### src/rtl/ppfifo_axi_stream_arbiter.sv
// ppfifo_axi_stream_arbiter
//
// Packet-granular round-robin arbiter. It shares one AXI Stream master among
// NUM_CH ping-pong FIFO read ports. One FIFO buffer is granted at a time and
// is streamed out in full before the next grant. The source channel is
// tagged in TUSER[2:1], and the start-of-frame flag is carried in TUSER[0].
//
// Ports
//   i_axi_clk      clock for all logic
//   rst            synchronous, active-high reset
//   i_ppfifo_rdy   per-channel buffer-ready
//   o_ppfifo_act   per-channel activate (registered, at most one bit set)
//   i_ppfifo_size  per-channel buffer word count, 24 bits per channel
//   i_ppfifo_data  per-channel read data, DATA_WIDTH+1 bits per channel (MSB = SOF)
//   o_ppfifo_stb   per-channel read strobe (combinational)
//   i_axi_ready    TREADY
//   o_axi_valid    TVALID (combinational)
//   o_axi_data     TDATA
//   o_axi_last     TLAST
//   o_axi_user     TUSER: [0] SOF, [2:1] granted channel, [3] zero
//   o_busy         high whenever the arbiter is not idle
module ppfifo_axi_stream_arbiter #(
    parameter int DATA_WIDTH = 32,
    parameter int NUM_CH     = 2
) (
    input  logic                             i_axi_clk,
    input  logic                             rst,
    input  logic [NUM_CH-1:0]                i_ppfifo_rdy,
    output logic [NUM_CH-1:0]                o_ppfifo_act,
    input  logic [24*NUM_CH-1:0]             i_ppfifo_size,
    input  logic [(DATA_WIDTH+1)*NUM_CH-1:0] i_ppfifo_data,
    output logic [NUM_CH-1:0]                o_ppfifo_stb,
    input  logic                             i_axi_ready,
    output logic                             o_axi_valid,
    output logic [DATA_WIDTH-1:0]            o_axi_data,
    output logic                             o_axi_last,
    output logic [3:0]                       o_axi_user,
    output logic                             o_busy
);

    typedef enum logic [1:0] {IDLE, SEND, RELEASE} state_t;

    state_t        state, state_nxt;
    logic [1:0]    r_grant;
    logic [1:0]    r_last_grant;
    logic [23:0]   r_size;
    logic [23:0]   r_count;

    logic              found;
    logic [1:0]        pick;
    logic [23:0]       pick_size;
    logic [DATA_WIDTH:0] cur_data;
    logic              in_send;
    logic              hs;
    logic              done;

    // Channel that sits 'off' positions after 'base' in round-robin order.
    function automatic logic [1:0] wrap_ch(input logic [1:0] base, input int off);
        int v;
        v = (int'(base) + off) % NUM_CH;
        return 2'(v);
    endfunction

    // Round-robin search: start just after the last grant and wrap. The inner
    // loop over constant channel numbers keeps every vector index static.
    always_comb begin
        found     = 1'b0;
        pick      = r_last_grant;
        pick_size = '0;
        for (int off = 1; off <= NUM_CH; off++) begin
            for (int c = 0; c < NUM_CH; c++) begin
                if (!found && (2'(c) == wrap_ch(r_last_grant, off)) &&
                    i_ppfifo_rdy[c] && !o_ppfifo_act[c]) begin
                    found     = 1'b1;
                    pick      = 2'(c);
                    pick_size = i_ppfifo_size[24*c +: 24];
                end
            end
        end
    end

    // Read-data mux for the granted channel.
    always_comb begin
        cur_data = '0;
        for (int c = 0; c < NUM_CH; c++) begin
            if (r_grant == 2'(c)) begin
                cur_data = i_ppfifo_data[c*(DATA_WIDTH+1) +: DATA_WIDTH+1];
            end
        end
    end

    // Streaming outputs. Valid already implies r_size > 0, so r_size-1 in
    // the last comparison never underflows while it matters.
    always_comb begin
        in_send     = (state == SEND);
        o_axi_valid = in_send && (r_count < r_size);
        o_axi_last  = o_axi_valid && (r_count == r_size - 24'd1);
        hs          = o_axi_valid && i_axi_ready;
        // r_count >= r_size also ends a zero-size buffer without a beat.
        done        = (hs && o_axi_last) || (r_count >= r_size);
        o_axi_data  = in_send ? cur_data[DATA_WIDTH-1:0] : '0;
        o_axi_user  = in_send ? {1'b0, r_grant, o_axi_valid & cur_data[DATA_WIDTH]} : 4'b0000;
        o_busy      = (state != IDLE);
        o_ppfifo_stb = '0;
        for (int c = 0; c < NUM_CH; c++) begin
            o_ppfifo_stb[c] = hs && (r_grant == 2'(c));
        end
    end

    // Next-state logic. RELEASE gives the FIFO a dead cycle to swap buffers.
    always_comb begin
        state_nxt = state;
        case (state)
            IDLE:    if (found) state_nxt = SEND;
            SEND:    if (done)  state_nxt = RELEASE;
            RELEASE: state_nxt = IDLE;
            default: state_nxt = IDLE;
        endcase
    end

    always_ff @(posedge i_axi_clk) begin
        if (rst) state <= IDLE;
        else     state <= state_nxt;
    end

    // Grant and packet bookkeeping; the size is latched at grant time.
    always_ff @(posedge i_axi_clk) begin
        if (rst) begin
            o_ppfifo_act <= '0;
            r_grant      <= '0;
            r_last_grant <= 2'(NUM_CH - 1);
            r_size       <= '0;
            r_count      <= '0;
        end else begin
            case (state)
                IDLE: begin
                    if (found) begin
                        r_grant      <= pick;
                        r_last_grant <= pick;
                        r_size       <= pick_size;
                        r_count      <= '0;
                        o_ppfifo_act <= NUM_CH'(1) << pick;
                    end
                end
                SEND: begin
                    if (hs)   r_count      <= r_count + 24'd1;
                    if (done) o_ppfifo_act <= '0;
                end
                default: ;
            endcase
        end
    end

endmodule

### config.mk
export PLATFORM = sky130hd
export DESIGN_NAME = ppfifo_axi_stream_arbiter
export DESIGN_NICKNAME = d
export VERILOG_FILES = /design/src/rtl/ppfifo_axi_stream_arbiter.sv
export SDC_FILE = /design/constraint.sdc
export NUM_CORES = 1
export LEC_CHECK = 0
export ABC_AREA = 1
export CAP_MARGIN = 20
export CORE_MARGIN = 2
export CORE_UTILIZATION = 35
export DETAILED_ROUTE_END_ITERATION = 10
export PLACE_DENSITY = 0.76
export SETUP_SLACK_MARGIN = 0.1
export SLEW_MARGIN = 30
export SYNTH_ARGS = -nofsm -noshare
export SYNTH_HDL_FRONTEND = slang
export SYNTH_SLANG_ARGS = --single-unit
export TNS_END_PERCENT = 10
### constraint.sdc
create_clock -name i_axi_clk -period 3 [get_ports i_axi_clk]
set_input_delay 0.3 -clock i_axi_clk [delete_from_list [all_inputs] [get_ports i_axi_clk]]
set_output_delay 0.3 -clock i_axi_clk [all_outputs]
set_load 0.05 [all_outputs]
# ---- Word-level counts from Yosys, hierarchy flattened
# Cells that the tools add are included.
# W data, S select, Z words.
dict set report op_classes {
  add_sub_neg 4
  magnitude_cmp 2
  eq_ne 8
  shift 1
  mux 25
  n_bitwise 3
  reduce_logical 33
}
# cell count
set op_table {}
lappend op_table {{$mux W24} 6}
lappend op_table {{$mux W33} 2}
lappend op_table {{$pmux W24 S2} 1}
lappend op_table {{$mux W32} 1}
lappend op_table {{$add A24 B1 Y24 const B} 1}
lappend op_table {{$eq A24 B24 Y1} 1}
lappend op_table {{$ge A24 B24 Y1} 1}
lappend op_table {{$lt A24 B24 Y1} 1}
lappend op_table {{$sub A24 B1 Y24 const B} 1}
lappend op_table {{$logic_and A1 B1 Y1} 17}
lappend op_table {{$mux W2} 8}
lappend op_table {{$logic_not A2 Y1} 4}
lappend op_table {{$pmux W2 S2} 2}
lappend op_table {{$reduce_and A3 Y1} 2}
lappend op_table {{$logic_not A1 Y1} 5}
lappend op_table {{$eq A1 B2 Y1 const A} 2}
lappend op_table {{$eq A2 B1 Y1 const B} 2}
lappend op_table {{$mux W1} 4}
lappend op_table {{$ne A2 B1 Y1 const B} 2}
lappend op_table {{$reduce_and A2 Y1} 2}
lappend op_table {{$reduce_bool A2 Y1} 2}
lappend op_table {{$mux W3} 1}
lappend op_table {{$add A1 B1 Y1 const B} 2}
lappend op_table {{$and A1 B1 Y1 const A} 2}
lappend op_table {{other kinds (4)} 4}
dict set report totals {
  register_bits 56
  in_bits 119
  out_inout_bits 43
  word_cells 82
}

# ---- Longest topological paths before layout
dict set report logic_depth {
  ltp_word 24
  ltp_mapped 21
  depth_no_buf 21
}

# ---- Worst setup path before layout
# Ideal clock, no wire load.
dict set report synth_timing {
  path_kind {register to output}
  from {register r_size[11]}
  to {output port o_axi_last}
  t_arrival_ns 2.735
  required_ns 2.700
  setup_slack_ns -0.035
  stages_incl_launch_ff 14
  n_path_buf 0
  path_cell_list {dfxtp_1 -> inv_1 -> ha_1 -> nand2_1 -> inv_1 -> nand2_1 -> nand2_1 -> nand2_1 -> nand3_1 -> nand2_1 -> nand2_2 -> nor2_4 -> nand4_1 -> nor3_1}
}
dict set report synth_between {
  elab_chain_cells 3
  word_cells_on_any_way 5
  classes_between {1 x add/sub; 1 x order compare; 1 x eq/ne; 2 x reduce/logical}
}
# item line
set synth_rtl {}
lappend synth_rtl {{start, declared} 46} ;# logic [23:0] r_size;
lappend synth_rtl {{start signal, assigned} 140} ;# r_size <= pick_size;
lappend synth_rtl {{$lt A24 B24 Y1} 96} ;# o_axi_valid = in_send && (r_count < r_size);
lappend synth_rtl {{$logic_and A1 B1 Y1} 96}
lappend synth_rtl {{net o_axi_valid} 34} ;# output logic o_axi_valid,
lappend synth_rtl {{$logic_and A1 B1 Y1} 97} ;# o_axi_last = o_axi_valid && (r_count == r_size - 24'd1);
lappend synth_rtl {{end, declared} 36} ;# output logic o_axi_last,
# The timed path passes the listed nets, and every way through them passes these cells.

# ---- Worst setup path in the final report
dict set report layout_timing {
  from {register r_count[0]}
  to {output port o_axi_last}
}
dict set report layout_between {
  elab_chain_cells 3
  word_cells_on_any_way 4
  classes_between {1 x order compare; 1 x eq/ne; 2 x reduce/logical}
}
# item line
set layout_rtl {}
lappend layout_rtl {{start, declared} 47} ;# logic [23:0] r_count;
lappend layout_rtl {{start signal, assigned} 146} ;# if (hs) r_count <= r_count + 24'd1;
lappend layout_rtl {{$lt A24 B24 Y1} 96}
lappend layout_rtl {{$logic_and A1 B1 Y1} 96}
lappend layout_rtl {{$logic_and A1 B1 Y1 *} 97}
# Mark *: on every way between the ends. The rest lies on a longest branch, timed or not.

==> impl_results.md <==
- Result of the run: finished clean
- Area of placed instances: about 0.0068 sq mm
- TritonCTS Buffers: 5
- Total of warnings raised by yosys: 0
- Source-to-sink clock delay at the later pin of the worst-skew pair: 0.30 ns
- Total Negative Setup Slacks: 0 ns
- Kind of cell adding the most delay to the critical path: simple AND/OR/NAND/NOR gates
- Period minus WS final: 2.83 ns
- Mean Syn Cell Area: 6.17 sq um
- Final critical-path setup slack: 0.172 ns
- H-Tree Level Count: 2
- CP Capture Point: o_axi_last
- Cell count after placement: 1,131
- Flop2flop setup slack: roughly 0.38 ns
- Most frequent standard cell in the layout excluding fill and tap cells: sky130_fd_sc_hd__nand2_1
- Timing startpoint of the critical path: r_count[0]
- Number of global-route vias before repair: 5,419
- Highest ir drop seen on vdd: 0.364 mV
- Biggest area consumer among synthesized cells: sky130_fd_sc_hd__dfxtp_1
- Worst slew pin tran: 0.775 ns
- Worst reg-to-reg path cell count: 17
- Layout net count: 1,105
- Max transition margin: 48.2%
- DRC violations left: 0
- Number of rows in the core area: 43
- Number of antenna violations at the first check in global routing: 0
- Total leakage power: between 3 and 4 nW
- Average wire per cell in the routed design: 15.8 um
- Tcrit/Tclk final: 94.3%
- Placeable core area: 0.0138 sq mm
- Required time at the worst-slack endpoint: 2.70 ns
- Buffers on Ports: 160
- Number of optimization iterations in the first detailed-route pass: 5
- Synth top area share: 22.4%
- CTS clock-pin slew for the worst setup and hold paths: 0.08 ns
- Post-DP HPWL: ~14,000 um
- Fin Clk Skew: around 0.0075 ns
- Filler cells: 1,370
- Hold Fails Final Rpt: 0
- Fraction of the mapped netlist area in simple logic gates: 40.8%
- Asr flop ratio synth: 0%
- Classification of the worst setup path: reg2out
- Clock tree from TritonCTS: built
- Crit path max-delay cell type: sky130_fd_sc_hd__dfxtp_2
- Fraction of the yosys area taken by sequential cells: 22.4%
- Number of maximum-capacitance violations: 0
- CP Depth: 14
- CP bufs+invs: 3
- Post-synthesis xor/xnor area fraction: 6.23%
- Post-placement worst setup slack: 0.326 ns
- Routability Congestion: slightly above 1
- Classification of the worst-slack hold path: reg2reg
- Max Root-Sink Buffers: 2
- Synthesis-to-layout area growth: 42.8%
- Number of library cell types mapped by synthesis: 45
- Maximum number of pins on one net before global-route repair: 40
- Total via count in the routed design: slightly below 6,000
- Number of standard cells after synthesis: 797
- Number of top-level pins: 162
- Critical Path Sink Type: output pin
- Final Setup Violations: 0
- R2r endpoint: r_count[17]
- Largest driver fanout on the critical path: 3
- Overall die area: between 0.015 and 0.02 sq mm
- Ordered cell list for the critical path: inv_1, ha_1, inv_1, o21ai_0, a21oi_1, nand2_1, nor2_2, nand3_1, nor2_1, nand3_1, nor3b_2, nand2_1, nor3_4, buf_12
- Detailed-route wire length: 18,100 um
- Filler-free cell count of the finished design: 1,141
- Post-detailed-route count of antenna-violating nets: 0
- Clock net sink count: 55
- Syn Nets: 942
- Register bit total from synthesis: 55
- Global route total overflow: 0
- DR iter-0 viols: approximately 540
- Drt via density: about 5.2
- Adder-Cell Fraction of Synth Area: 6.61%
- Ratio of cells with drive above 1 in the final layout: 11.8%
- Largest incremental delay on the critical path: 0.34 ns
- Number of flops mapped to enable cells by yosys: 0
- Die Ht: 123 um
- Data arrival time of the critical path: 2.53 ns
- RSZ-0062 raised after global routing: true
- Prevailing post-synth register cell: sky130_fd_sc_hd__dfxtp_1
- Max Slew Vio Count: 0
- Clock tree root buffer cell: sky130_fd_sc_hd__clkbuf_16
- Post-route standard cell area excluding fillers: approximately 0.0070 sq mm
- N_diodes: 0
- Die width: 123 um
- Most area-consuming cells after synthesis: sky130_fd_sc_hd__dfxtp_1, sky130_fd_sc_hd__nand2_1, sky130_fd_sc_hd__nand3_1
- Wire length of the first global-routing pass: 27,700 um
- Worst R2R Start: r_size[21]
- Final Power: slightly below 6 mW
- Combinational family with the most area after synthesis: simple AND/OR/NAND/NOR gates
- Overall Global Routing Usage: 23.3%
- Startpoint class of the critical path: flop
- Starting density of the core: 35.6%
- Compound-gate portion of the synthesized area: 14.4%
- Mapped Area: 0.00492 sq mm
- Most used cells in the layout excluding fill and tap cells: sky130_fd_sc_hd__nand2_1, sky130_fd_sc_hd__clkdlybuf4s50_1, sky130_fd_sc_hd__nor2_1
- Achievable Freq: 0.354 GHz
- Min-Delay Path Depth: 2
- Power Dens Cells: approximately 830 mW/mm^2
- Multiplexer fraction of the synthesized cell area: 0%
[where the power goes]
| part | leakage, nW | switching, mW | internal [mW] |
|---|---|---|---|
| sequential | 0.449 | 0.161 | 0.875 |
| clock | 0.0863 | 0.306 | 0.404 |
| combinational | 2.48 | 2.75 | 1.35 |
[timing repair]
action                                  in CTS  in global routing
pin swaps                                    0                  2
endpoints found under the setup margin       1                  2
endpoints found under the hold margin        0                  0
hold buffers                                 0                  0
resized for setup                            1                 17
buffers inserted                             0                  2
[stage by stage]
step / utilization [%] / hold slack (ns)
global route: 50.8 / 0.512
detailed placement: 48.9 / 0.482
floorplan: - / 0.369
CTS: 50.1 / 0.495
finish: 50.8 / 0.481
global placement: 48.9 / 0.478
[cells by family after synthesis]
kind of cell             Yosys count
AO/OA/AOI/OAI                    116
XOR/XNOR                          35
other                              1
AND/OR/NAND/NOR                  446
adder cells (fa/ha/maj)           26
flip-flops                        55
buffers and inverters            118
[Yosys cell counts, types with 2 or more instances]
| library cell | count |
|---|---|
| sky130_fd_sc_hd__clkbuf_1 | 25 |
| sky130_fd_sc_hd__nor2_4 | 4 |
| sky130_fd_sc_hd__ha_1 | 26 |
| sky130_fd_sc_hd__o21a_1 | 3 |
| sky130_fd_sc_hd__a2bb2oi_1 | 2 |
| sky130_fd_sc_hd__a211oi_1 | 2 |
| sky130_fd_sc_hd__xor2_1 | 25 |
| sky130_fd_sc_hd__a21oi_1 | 60 |
| sky130_fd_sc_hd__nand2_2 | 2 |
| sky130_fd_sc_hd__buf_6 | 2 |
| sky130_fd_sc_hd__nor3b_1 | 3 |
| sky130_fd_sc_hd__dfxtp_1 | 55 |
| sky130_fd_sc_hd__xnor2_1 | 10 |
| sky130_fd_sc_hd__nand3b_1 | 4 |
| sky130_fd_sc_hd__o32ai_1 | 17 |
| sky130_fd_sc_hd__nor2_2 | 6 |
| sky130_fd_sc_hd__nand4_1 | 14 |
| sky130_fd_sc_hd__o21ai_1 | 5 |
| sky130_fd_sc_hd__clkinv_1 | 4 |
| sky130_fd_sc_hd__buf_2 | 2 |
| sky130_fd_sc_hd__o21ai_0 | 15 |
| sky130_fd_sc_hd__o21bai_1 | 2 |
| sky130_fd_sc_hd__nand2_4 | 2 |
| sky130_fd_sc_hd__nand2_1 | 167 |
| sky130_fd_sc_hd__buf_1 | 3 |
| sky130_fd_sc_hd__inv_1 | 75 |
| sky130_fd_sc_hd__nand3_1 | 100 |
| sky130_fd_sc_hd__inv_2 | 5 |
| sky130_fd_sc_hd__nor4_1 | 5 |
| sky130_fd_sc_hd__nor2_1 | 120 |
| sky130_fd_sc_hd__nor3_1 | 13 |
| sky130_fd_sc_hd__o2111ai_1 | 6 |
[state kept, by name, summed over array words and instances (netlist names)]
name / count
r_count: 24
r_size: 24
state: 2
o_ppfifo_act: 2
r_grant: 2
r_last_grant: 1
[worst register-to-register path: stages, from the launching register on]
cell	delay (ns)
sky130_fd_sc_hd__dfxtp_1	0.39
sky130_fd_sc_hd__inv_1	0.11
sky130_fd_sc_hd__ha_1	0.31
sky130_fd_sc_hd__nand2_1	0.05
sky130_fd_sc_hd__nor2_1	0.14
sky130_fd_sc_hd__nand2_1	0.07
sky130_fd_sc_hd__inv_1	0.07
sky130_fd_sc_hd__nand3_1	0.15
sky130_fd_sc_hd__a21oi_1	0.28
sky130_fd_sc_hd__nor2_4	0.11
sky130_fd_sc_hd__nand2_4	0.11
sky130_fd_sc_hd__nand2_4	0.12
sky130_fd_sc_hd__inv_4	0.19
sky130_fd_sc_hd__nor2_4	0.05
sky130_fd_sc_hd__inv_2	0.11
sky130_fd_sc_hd__nor3_1	0.07
sky130_fd_sc_hd__o21ai_0	0.15
sky130_fd_sc_hd__nor2_1	0.05
[layer usage]
metal	vias up	part of all wire, %	routed length (um)	GRT usage (%)
li1	2982	-	-	-
met1	2688	44	7900	33.0
met2	235	46	8320	37.0
met3	32	7.6	1370	2.88
met4	0	2.6	477	7.11
met5	-	0	0	0
[worst min path at each step]
| stage | endpoint | from | slack, ns |
|---|---|---|---|
| final | r_count[0] | r_count[0] | 0.48 |
| after global routing | r_count[0] | r_count[0] | 0.51 |
| after detailed placement | r_count[0] | r_count[0] | 0.48 |
| after floorplan | r_grant[0] | rst | 0.37 |
| after CTS | r_count[0] | r_count[0] | 0.50 |
| after global placement | r_count[0] | r_count[0] | 0.48 |
[layout make-up]
cell class	instances	area [sq um]	share of cell area, %
Tap cell	180	225	3.21
Clock buffer	5	125	1.78
Clock inverter	3	50.0	0.712
Timing Repair Buffer	189	1760	25.1
Sequential cell	55	1100	15.7
Inverter	85	322	4.58
Multi-Input combinational cell	624	3440	48.9
Power figures use the tool's default switching activity.
